==> src/rtl/skolem_sweep_pkg.sv <==
// Shared types and constants for the Skolem-netlist sweep controller.
package skolem_sweep_pkg;

  typedef enum logic [1:0] {
    IDLE  = 2'd0,
    RUN   = 2'd1,
    DRAIN = 2'd2,
    DONE  = 2'd3
  } sweep_state_e;

  localparam int unsigned LAT_MAX = 4;

  // Number of input vectors in an exhaustive sweep of n_in inputs.
  function automatic int unsigned vec_count(input int unsigned n_in);
    return 32'd1 << n_in;
  endfunction

endpackage

==> src/rtl/sweep_tag_pipe.sv <==
// LAT-deep tag shift register (valid + vector) aligning issued vectors with
// the Skolem netlist output; synchronous flush, combinational empty flag.
module sweep_tag_pipe
  import skolem_sweep_pkg::*;
#(
  parameter int unsigned N_IN = 8,
  parameter int unsigned LAT  = 1
) (
  input  logic            clk,
  input  logic            rst,
  input  logic            flush,
  input  logic            push_vld,
  input  logic [N_IN-1:0] push_vec,
  output logic            out_vld,
  output logic [N_IN-1:0] out_vec,
  output logic            empty_c
);

  localparam int unsigned DEPTH = (LAT > LAT_MAX) ? LAT_MAX : ((LAT < 1) ? 1 : LAT);
  localparam int unsigned VW    = DEPTH * N_IN;

  // Newest tag enters at the low slot and walks upward one slot per cycle.
  logic [DEPTH-1:0] vld;
  logic [VW-1:0]    vec;

  always_ff @(posedge clk) begin
    if (rst || flush) begin
      vld <= '0;
    end else begin
      vld <= DEPTH'({vld, push_vld});
    end
  end

  always_ff @(posedge clk) begin
    vec <= VW'({vec, push_vec});
  end

  assign out_vld = vld[DEPTH-1];
  assign out_vec = vec[VW-1 -: N_IN];
  assign empty_c = ~|vld;

endmodule

==> src/rtl/skolem_sweep_ctrl.sv <==
// Exhaustive sweep controller for one combinational Skolem netlist: issues
// every input vector, compares against the oracle and reports the verdict.
// Optional first-mismatch capture is enabled by defining SKSWEEP_FIRSTFAIL_EN.
module skolem_sweep_ctrl
  import skolem_sweep_pkg::*;
#(
  parameter int unsigned N_IN = 8,
  parameter int unsigned LAT  = 1
) (
  input  logic            clk,
  input  logic            rst,
  input  logic            start,
  input  logic            abort,
  input  logic            hold,
  output logic [N_IN-1:0] sk_in,
  input  logic            sk_out,
  input  logic            exp_out,
  output logic            busy,
  output logic            done,
  output logic            pass,
  output logic [N_IN:0]   fail_cnt,
  output logic [N_IN-1:0] first_fail,
  output logic            first_fail_vld
);

  localparam int unsigned CNT_W    = N_IN + 1;
  localparam int unsigned VEC_LAST = vec_count(N_IN) - 1;

  sweep_state_e    state;
  logic            issue_c;
  logic            mismatch_c;
  logic            tag_vld;
  logic [N_IN-1:0] tag_vec;
  logic            pipe_empty_c;

  assign issue_c    = (state == RUN) && !hold && !abort;
  assign mismatch_c = tag_vld && (sk_out != exp_out);

  sweep_tag_pipe #(
    .N_IN (N_IN),
    .LAT  (LAT)
  ) u_tag_pipe (
    .clk      (clk),
    .rst      (rst),
    .flush    (abort),
    .push_vld (issue_c),
    .push_vec (sk_in),
    .out_vld  (tag_vld),
    .out_vec  (tag_vec),
    .empty_c  (pipe_empty_c)
  );

  // Sweep FSM, vector counter and saturating mismatch counter.
  always_ff @(posedge clk) begin
    if (rst) begin
      state    <= IDLE;
      sk_in    <= '0;
      busy     <= 1'b0;
      done     <= 1'b0;
      pass     <= 1'b0;
      fail_cnt <= '0;
    end else if (abort) begin
      state <= IDLE;
      busy  <= 1'b0;
      done  <= 1'b0;
      pass  <= 1'b0;
    end else begin
      done <= 1'b0;
      if (mismatch_c && (fail_cnt != '1)) begin
        fail_cnt <= fail_cnt + CNT_W'(1);
      end
      case (state)
        IDLE, DONE: begin
          if (start) begin
            state    <= RUN;
            busy     <= 1'b1;
            sk_in    <= '0;
            pass     <= 1'b0;
            fail_cnt <= '0;
          end else begin
            state <= IDLE;
          end
        end
        RUN: begin
          if (!hold) begin
            if (sk_in == N_IN'(VEC_LAST)) begin
              state <= DRAIN;
            end else begin
              sk_in <= sk_in + N_IN'(1);
            end
          end
        end
        DRAIN: begin
          // Empty only after the last tag has been compared, so fail_cnt is final.
          if (pipe_empty_c) begin
            state <= DONE;
            busy  <= 1'b0;
            done  <= 1'b1;
            pass  <= (fail_cnt == '0);
          end
        end
        default: state <= IDLE;
      endcase
    end
  end

`ifdef SKSWEEP_FIRSTFAIL_EN
  // Capture the first counted mismatch of a sweep; survives abort.
  always_ff @(posedge clk) begin
    if (rst) begin
      first_fail     <= '0;
      first_fail_vld <= 1'b0;
    end else if (!abort) begin
      if (((state == IDLE) || (state == DONE)) && start) begin
        first_fail     <= '0;
        first_fail_vld <= 1'b0;
      end else if (mismatch_c && !first_fail_vld) begin
        first_fail     <= tag_vec;
        first_fail_vld <= 1'b1;
      end
    end
  end
`else
  logic unused_tag_c;
  assign unused_tag_c   = ^tag_vec;
  assign first_fail     = '0;
  assign first_fail_vld = 1'b0;
`endif

endmodule

==> config.mk <==
export PLATFORM = sky130hd
export DESIGN_NAME = skolem_sweep_ctrl
export DESIGN_NICKNAME = d
export VERILOG_FILES = /design/src/rtl/skolem_sweep_pkg.sv /design/src/rtl/sweep_tag_pipe.sv /design/src/rtl/skolem_sweep_ctrl.sv
export SDC_FILE = /design/constraint.sdc
export NUM_CORES = 1
export LEC_CHECK = 0
export BUFFER_PORTS_ARGS = -buffer_cell sky130_fd_sc_hd__buf_4
export CAP_MARGIN = 20
export CORE_UTILIZATION = 31
export DETAILED_ROUTE_END_ITERATION = 8
export SYNTH_ARGS = -nofsm -noshare
export SYNTH_HDL_FRONTEND = slang
export SYNTH_SLANG_ARGS = --single-unit
==> constraint.sdc <==
create_clock -name clk -period 2.2 [get_ports clk]
set_input_delay 0.44 -clock clk [delete_from_list [all_inputs] [get_ports clk]]
set_output_delay 0.44 -clock clk [all_outputs]
set_load 0.01 [all_outputs]
Yosys cells after proc, flatten, opt, wreduce, memory -nomap -nowiden
Index checks and enable logic that the tools add are counted.
Word-level totals
  register bits: 23
  input port bits: 7
  output and inout bits: 29
  logic and storage cells: 58
Operators by class
  add/subtract/negate cells: 2
  equality and inequality tests: 11
  muxes and demuxes: 19
  bitwise gates (word level): 2
  reduce and logical (&&, ||, !) cells: 17
Operator list (count)
  $mux W9: 3
  $mux W8: 3
  $pmux W8 S2: 1
  $add A9 B1 Y9 const B: 1
  $logic_not A9 Y1: 1
  $ne A9 B9 Y1 const B: 1
  $add A8 B1 Y8 const B: 1
  $eq A8 B8 Y1 const B: 1
  $ne A2 B2 Y1 const B: 4
  $mux W1: 6
  $mux W2: 3
  $pmux W2 S3: 1
  $reduce_and A3 Y1: 2
  $reduce_and A5 Y1: 1
  $eq A2 B2 Y1 const B: 2
  $logic_and A1 B1 Y1: 4
  $pmux W1 S2: 2
  $reduce_bool A2 Y1: 2
  $reduce_or A2 Y1: 2
  $reduce_or A3 Y1: 1
  $eq A2 B1 Y1 const B: 1
  $logic_not A1 Y1: 2
  $logic_not A2 Y1: 1
  $ne A2 B1 Y1 const B: 1
  other kinds (3): 4

Logic depth before layout (Yosys ltp)
Gate-level depths: netlist of run 1.
  depth in word-level cells: 6
  depth in mapped cells: 10

Hierarchy
Synthesis of run 1 repeated with hierarchy kept, for this count alone.
Unflattened totals
  cell total of the unflattened synthesis: 164
  area total of the unflattened synthesis: 1524.0 µm²
Modules (own cells, without submodules)
  skolem_sweep_ctrl: times used 1, cells an instance 153, area an instance 1327.5 µm², sequential area each 440.4 µm²
  sweep_tag_pipe: times used 1, cells an instance 11, area an instance 196.4 µm², sequential area each 180.2 µm²

Worst setup path before layout of run 1
Ideal clock, no wire load.
  path type: flip-flop to flip-flop
  from: reg fail_cnt[0]
  to: reg fail_cnt[1]
  library setup time: 0.136 ns
  data arrival time: 2.013 ns
  data required time: 2.064 ns
  slack: 0.051 ns
  cell stages (with the launch flop): 11
  cells stage by stage: dfxtp_1 > ha_1 > nand3_1 > nor2_1 > ha_1 > or3b_2 > clkbuf_1 > or2_2 > clkbuf_1 > mux2i_1 > nor2_1
Between the ends
  longest elaborated chain between the ends: 5
  elaborated cells between the ends (all ways): 6
  classes of those cells: 1 x add/sub; 1 x eq/ne; 3 x mux; 1 x reduce/logical
Ends and longest elaborated chain
  start: declaration: line skolem_sweep_ctrl.sv:21  | output logic [N_IN:0] fail_cnt,
  start signal: assignment: line skolem_sweep_ctrl.sv:70  | fail_cnt <= fail_cnt + CNT_W'(1);
  branches (longest 2 deep; another with $add A9 B1 Y9)
  $mux W9 (*): line skolem_sweep_ctrl.sv:69  | if (mismatch_c && (fail_cnt != '1)) begin
  $mux W9: line skolem_sweep_ctrl.sv:74  | if (start) begin
  $mux W9 (*): line skolem_sweep_ctrl.sv:72  | case (state)
Every way passes the cells marked *.
A chain may end at the register's enable or synchronous reset.

Final worst setup path of run 1
  from: reg state[0]
  to: reg sk_in[5]
Between the ends
  longest elaborated chain between the ends: 4
  elaborated cells between the ends (all ways): 10
  classes of those cells: 5 x eq/ne; 1 x mux; 4 x reduce/logical
Ends and longest elaborated chain
  start: declaration: line skolem_sweep_ctrl.sv:29  | sweep_state_e state;
  start signal: assignment: line skolem_sweep_ctrl.sv:56  | state <= IDLE;
  start signal: assignment: line skolem_sweep_ctrl.sv:63  | state <= IDLE;
  start signal: assignment: line skolem_sweep_ctrl.sv:75  | state <= RUN;
  $eq A2 B2 Y1 / $logic_not A2 Y1 (equally long branches): line skolem_sweep_ctrl.sv:72
  $reduce_or A2 Y1: line skolem_sweep_ctrl.sv:72
  $ne A2 B2 Y1 (no source line) / $reduce_bool A2 Y1 (equally long branches)
  $reduce_and A5 Y1 (no source line)
  end signal: assignment: line skolem_sweep_ctrl.sv:89  | sk_in <= sk_in + N_IN'(1);
  end: declaration: line skolem_sweep_ctrl.sv:15  | output logic [N_IN-1:0] sk_in,
Parallel ways exist; a longest one is shown, timed or not.

==> impl_metrics.yaml, run 1 <==
place:
  dp_cells: 225
  gp_congestion: 0.8308
  place_ws_ns: 0.05192
  io_buffers: 26
  hpwl_mm: 2.043
logic_synthesis:
  syn_inst: 152
  ys_seq_elements: 23
  yosysMostFrequentCell: "dfxtp_1"
  synth_top_cell_area_share_pct: 36.11
  synth_top_cell_by_area: "dfxtp_1"
  yosysUniqueCellTypes: 32
  synth-edff-count: 0
  ys.flop_type: "dfxtp_1"
  synth_commonest_cells: "dfxtp_1 (23), nor2_1 (16), a21oi_1 (12), buf_4 (9)"
  synth_area_um2: 1275
  postSynthAreaPerCell_um2: 8.388
  synthArstFlopShare_pct: 0
  yosysWarnings: 0
  ys_seq_area_share_pct: 36.11
  synth_area_leaders: "dfxtp_1 (36%), ha_1 (5.9%), xnor2_1 (5.5%)"
outcome:
  status: "completed"
cts:
  root_buffer: "clkbuf_8"
  cts_tree: "done"
  post-cts-setup-buffers: 0
  clk-insertion-delay-late_ns: 0.27
  cts.sinks: 23
  postCtsHoldBufs: 0
  clockBufferDepth: 2
  cts_resized: 0
  clkTransAtPathRegs_ns: 0.08
  htreeDepth: 1
  cts_buffers: 3
setup_path:
  worstPathArrival_ns: 2.29
  path_class: "register to register"
  critPathMaxFanout: 11
  worstPathCellList: "inv_1 > ha_1 > nor2b_4 > a2111o_1 > or4_1 > a21oi_1"
  max_stage_delay_ns: 0.55
  cp.required_ns: 2.40
  slowest_stage: "or4_1"
  start_kind: "register"
  crit_path_end_kind: "register"
hold_path:
  worst_hold_path_type: "input pin to register"
grt:
  antenna_found_initial: 0
  grt_max_degree: 14
  grt_usage_pct: 13.27
  grt_pass1_vias: 981
  grt_pass1_wl_mm: 4.416
  grt_overflow_total: 0
sta:
  clock_skew_ns: 0.001767
  fin_ws_ns: 0.1174
  tns_ns: 0
  hold_viol: 0
  slew_headroom_pct: 60.26
  grt_setup_unrepaired: "false"
  worst_slew_pin_slew_ns: 0.5811
  min_period_over_period_pct: 94.67
  fin_crit_ns: 2.083
  setup_violations: 0
  max_freq_mhz: 480.2
  final_max_slew_viol_count: 0
pwr:
  powerDensity_nw_per_um2: 504.4
  worst_ir_drop_vdd_mv: 0.2598
  power_mw: 0.7813
  leakage_nw: 0.6141
drt:
  met3_wirelength_um: 163
  avgRoutedWirePerCell_um: 11.78
  drt_iter0_drc: 68
  first_pass_iters: 4
  maxUsedRoutingLayer: "met4"
  vias: 1180
  wl_met1_mm: 1.207
  wl_met2_mm: 1.310
  drt-vias-per-instance: 5.153
  antenna_left: 0
  drc: 0
  drt-total-wl_mm: 2.697
floorplanning:
  rows: 22
  die-area_um2: 4373
  die_w_um: 66.13
  coreArea_um2: 3799
  initial_utilization_pct: 33.56
  fp.dieH_um: 66.13
  ios: 36
layout:
  utilization_pct: 40.78
  antennaDiodeCount: 0
  final_cell_count_no_fill: 229
  nNetsFinal: 195
  layout-drive-gt1-share_pct: 22.65
  area_growth_pct: 21.49
run:
  max-cap-violations: 0
[flip-flops by register name (all words and copies together), names as in the netlist]
signal              count
done                    1
fail_cnt                9
sk_in                   8
pass                    1
state                   2
busy                    1
u_tag_pipe.out_vld      1
[cells in the final DEF (no fill, tap or decap), drive strengths merged, types with 3 or more instances in the layout]
master	instances
a21oi	12
and3	3
buf	31
clkbuf	4
conb	9
dfxtp	23
ha	6
inv	8
nand2	6
nand3	8
nand4	4
nor2	16
nor3	3
nor4	5
o21ai	4
o31ai	7
or2	3
or4	5
xnor2	8
[stage by stage]
stage                     hold slack, ns  area (um^2)
after CTS                         0.3490         1549
after global placement            0.4533         1504
final                             0.3499         1549
after floorplan                   0.4302         1305
after detailed placement          0.4611         1504
after global routing              0.3452         1549
[critical path: cells and delay by family, from the launching register on]
family | cells | cell delay [ns]
AND/OR/NAND/NOR | 2 | 0.69
AO/OA/AOI/OAI | 2 | 0.58
flip-flops | 1 | 0.37
buffers and inverters | 1 | 0.06
adder cells (fa/ha/maj) | 1 | 0.33
[final cells by class]
cell class | count | area, um^2
tap | 48 | 60.06
timing repair buffer | 31 | 232.7
multi-input combinational | 115 | 720.7
sequential | 23 | 460.4
clock buffer | 4 | 45.04
inverter | 8 | 30.03
fill | 396 | 2250
[per-layer routing]
| metal | up-vias | GRT usage [%] |
|---|---|---|
| met5 | - | 0 |
| met4 | 0 | 3.191 |
| met3 | 2 | 4.483 |
| met2 | 35 | 22.19 |
| met1 | 556 | 16.23 |
| li1 | 587 | - |
[path summary, 6_finish.rpt]
kind / depth (start not counted) / endpoint / startpoint / slack, ns
worst max-delay path: 6 / sk_in[5] / state[0] / 0.12
worst min-delay path: 2 / sk_in[1] / rst / 0.35
worst max register to register: 6 / sk_in[5] / state[0] / 0.12
worst min register to register: 2 / pass / pass / 0.47
[power by group]
part / internal [mW] / total, mW / switching (mW) / leakage (nW)
Combinational: 0.0369 / 0.0888 / 0.0519 / 0.406
Clock: 0.129 / 0.269 / 0.140 / 0.0228
Sequential: 0.420 / 0.423 / 0.00306 / 0.186
Total: 0.586 / 0.781 / 0.195 / 0.614
[logic make-up (layout without fill, tap and decap cells)]
logic type	Yosys count	count (layout)	share of synthesized area (%)
AOI/OAI and AO/OA	27	27	13.25
xor gates and xnor gates	8	8	5.496
adders and majority gates	6	6	5.888
buffers and inverters	22	43	9.715
DFF	23	23	36.11
muxes	2	2	1.570
other	1	9	0.2941
and+or+nand+nor	63	63	27.67
Note: power is estimated with default switching activity, not from simulation.
==> run 2, diff against run 1 <==
==> constraint.sdc (replaced) <==
create_clock -name clk -period 2.2 [get_ports clk]
set_input_delay 0.44 -clock clk [delete_from_list [all_inputs] [get_ports clk]]
set_output_delay 0.44 -clock clk [all_outputs]
set_load 0.05 [all_outputs]
==> impl_metrics.yaml, run 2 (synthesized netlist as in run 1, its figures left out) <==
setup_path:
  path_class: "register to register"
  crit_start: "fail_cnt[0]"
  worstPathArrival_ns: 2.23
  cp.required_ns: 2.36
  crit_path_end_kind: "register"
  critPathMaxFanout: 7
  ff2ff_setup_slack_ns: 0.13
  reg2reg_from: "fail_cnt[0]"
  start_kind: "register"
grt:
  grt_pass1_wl_mm: 4.395
  grt_usage_pct: 13.05
  use_met3_pct: 4.828
  grt-busiest-layer: "met2"
  grt_max_degree: 14
  met1_usage_pct: 15.68
  grt_pass1_vias: 975
  grtUsageMet2_pct: 21.81
  antenna_found_initial: 0
  grt_overflow_total: 0
floorplanning:
  die-area_um2: 4373
  ios: 36
  fp.dieH_um: 66.13
  initial_utilization_pct: 33.56
  rows: 22
  die_w_um: 66.13
  coreArea_um2: 3799
hold_path:
  hold_start: "rst"
  worst_hold_path_type: "input pin to register"
sta:
  clock_skew_ns: 0.006610
  min_period_over_period_pct: 93.87
  setup_violations: 0
  fin_ws_ns: 0.1349
  tns_ns: 0
  grt_setup_unrepaired: "false"
  final_max_slew_viol_count: 0
  fin_crit_ns: 2.065
  hold_viol: 0
  slew_headroom_pct: 58.32
  max_freq_mhz: 484.2
  worst_slew_pin_slew_ns: 0.6094
cts:
  postCtsHoldBufs: 0
  cts.sinks: 23
  cts_tree: "done"
  htreeDepth: 1
  cts_resized: 0
  cts_buffers: 3
  clkTransAtPathRegs_ns: 0.09
  clockBufferDepth: 2
  post-cts-setup-buffers: 0
  root_buffer: "clkbuf_8"
  clk-insertion-delay-late_ns: 0.27
place:
  gp_congestion: 0.8014
  io_buffers: 26
  hpwl_mm: 2.046
  place_ws_ns: 0.04121
layout:
  largest_register_ffs: 9
  top_regs: "fail_cnt (9), sk_in (8), state (2)"
  seqCellArea_um2: 470.5
  final_cell_mix: "buf_4 (31), dfxtp_1 (19), nor2_1 (16)"
  nNetsFinal: 196
  layout-drive-gt1-share_pct: 25.82
  antennaDiodeCount: 0
  top_register: "fail_cnt"
  final_common_cell: "buf_4"
  area_growth_pct: 23.36
  multi_input_area_um2: 733.2
  fillers: 401
pwr:
  powerDensity_nw_per_um2: 518.1
  worst_ir_drop_vdd_mv: 0.3282
  leakage_nw: 0.6228
drt:
  drt_iter0_drc: 153
  avgRoutedWirePerCell_um: 12.07
  vias: 1202
  drt-vias-per-instance: 5.226
  antenna_left: 0
  drc: 0
  drt-total-wl_mm: 2.776
  first_pass_iters: 4
outcome:
  status: "completed"
run:
  max-cap-violations: 0
-- run 2: cell count changes in the layout (fill, tap and decap cells not counted), sizes merged --
cell,before,now
a2111o,1,2
clkbuf,4,3
clkinv,0,1
-- run 2: area by class of cell --
type	count	share of cell area (%)
clock buffers	3	2.625
clock inverters	1	0.3182
inverters	8	1.909
multi-input cells	116	46.62
flip-flops and latches	23	29.91
well taps	48	3.819
repair buffers	31	14.80
-- run 2: worst paths after layout --
check,cells past startpoint,to
worst max-delay path,8,fail_cnt[1]
worst min register to register,2,pass
worst max register to register,8,fail_cnt[1]
worst min-delay path,2,sk_in[0]
-- run 2: through the flow --
step | hold WS (ns) | area (um^2) | instances | power (mW) | utilization (%)
global placement | 0.4532 | 1514 | 225 | 0.5490 | 39.86
floorplan | 0.4302 | 1318 | 160 | 0.5319 | -
global route | 0.3378 | 1573 | 230 | 0.8604 | 41.40
finish | 0.3512 | 1573 | 230 | 0.8149 | 41.40
detailed placement | 0.4587 | 1514 | 225 | 0.5504 | 39.86
CTS | 0.3475 | 1560 | 229 | 0.8255 | 41.07
-- run 2: report_power, final --
group	switching, mW	internal, mW
registers	0.00305	0.418
clock network	0.143	0.127
logic	0.0861	0.0388
total	0.232	0.583
-- run 2: critical path, stage by stage, from the launching register on --
cell	delay, ns
dfxtp_4	0.36
ha_1	0.22
nand3_1	0.09
nor2_1	0.05
ha_1	0.17
or3b_2	0.52
or2_2	0.35
mux2i_1	0.16
nor2_1	0.05
-- run 2: per-layer routing --
metal | wire (um) | vias up
met3 | 173 | 2
met2 | 1361 | 41
met1 | 1222 | 566
li1 | - | 593
met5 | 0 | -
met4 | 18 | 0
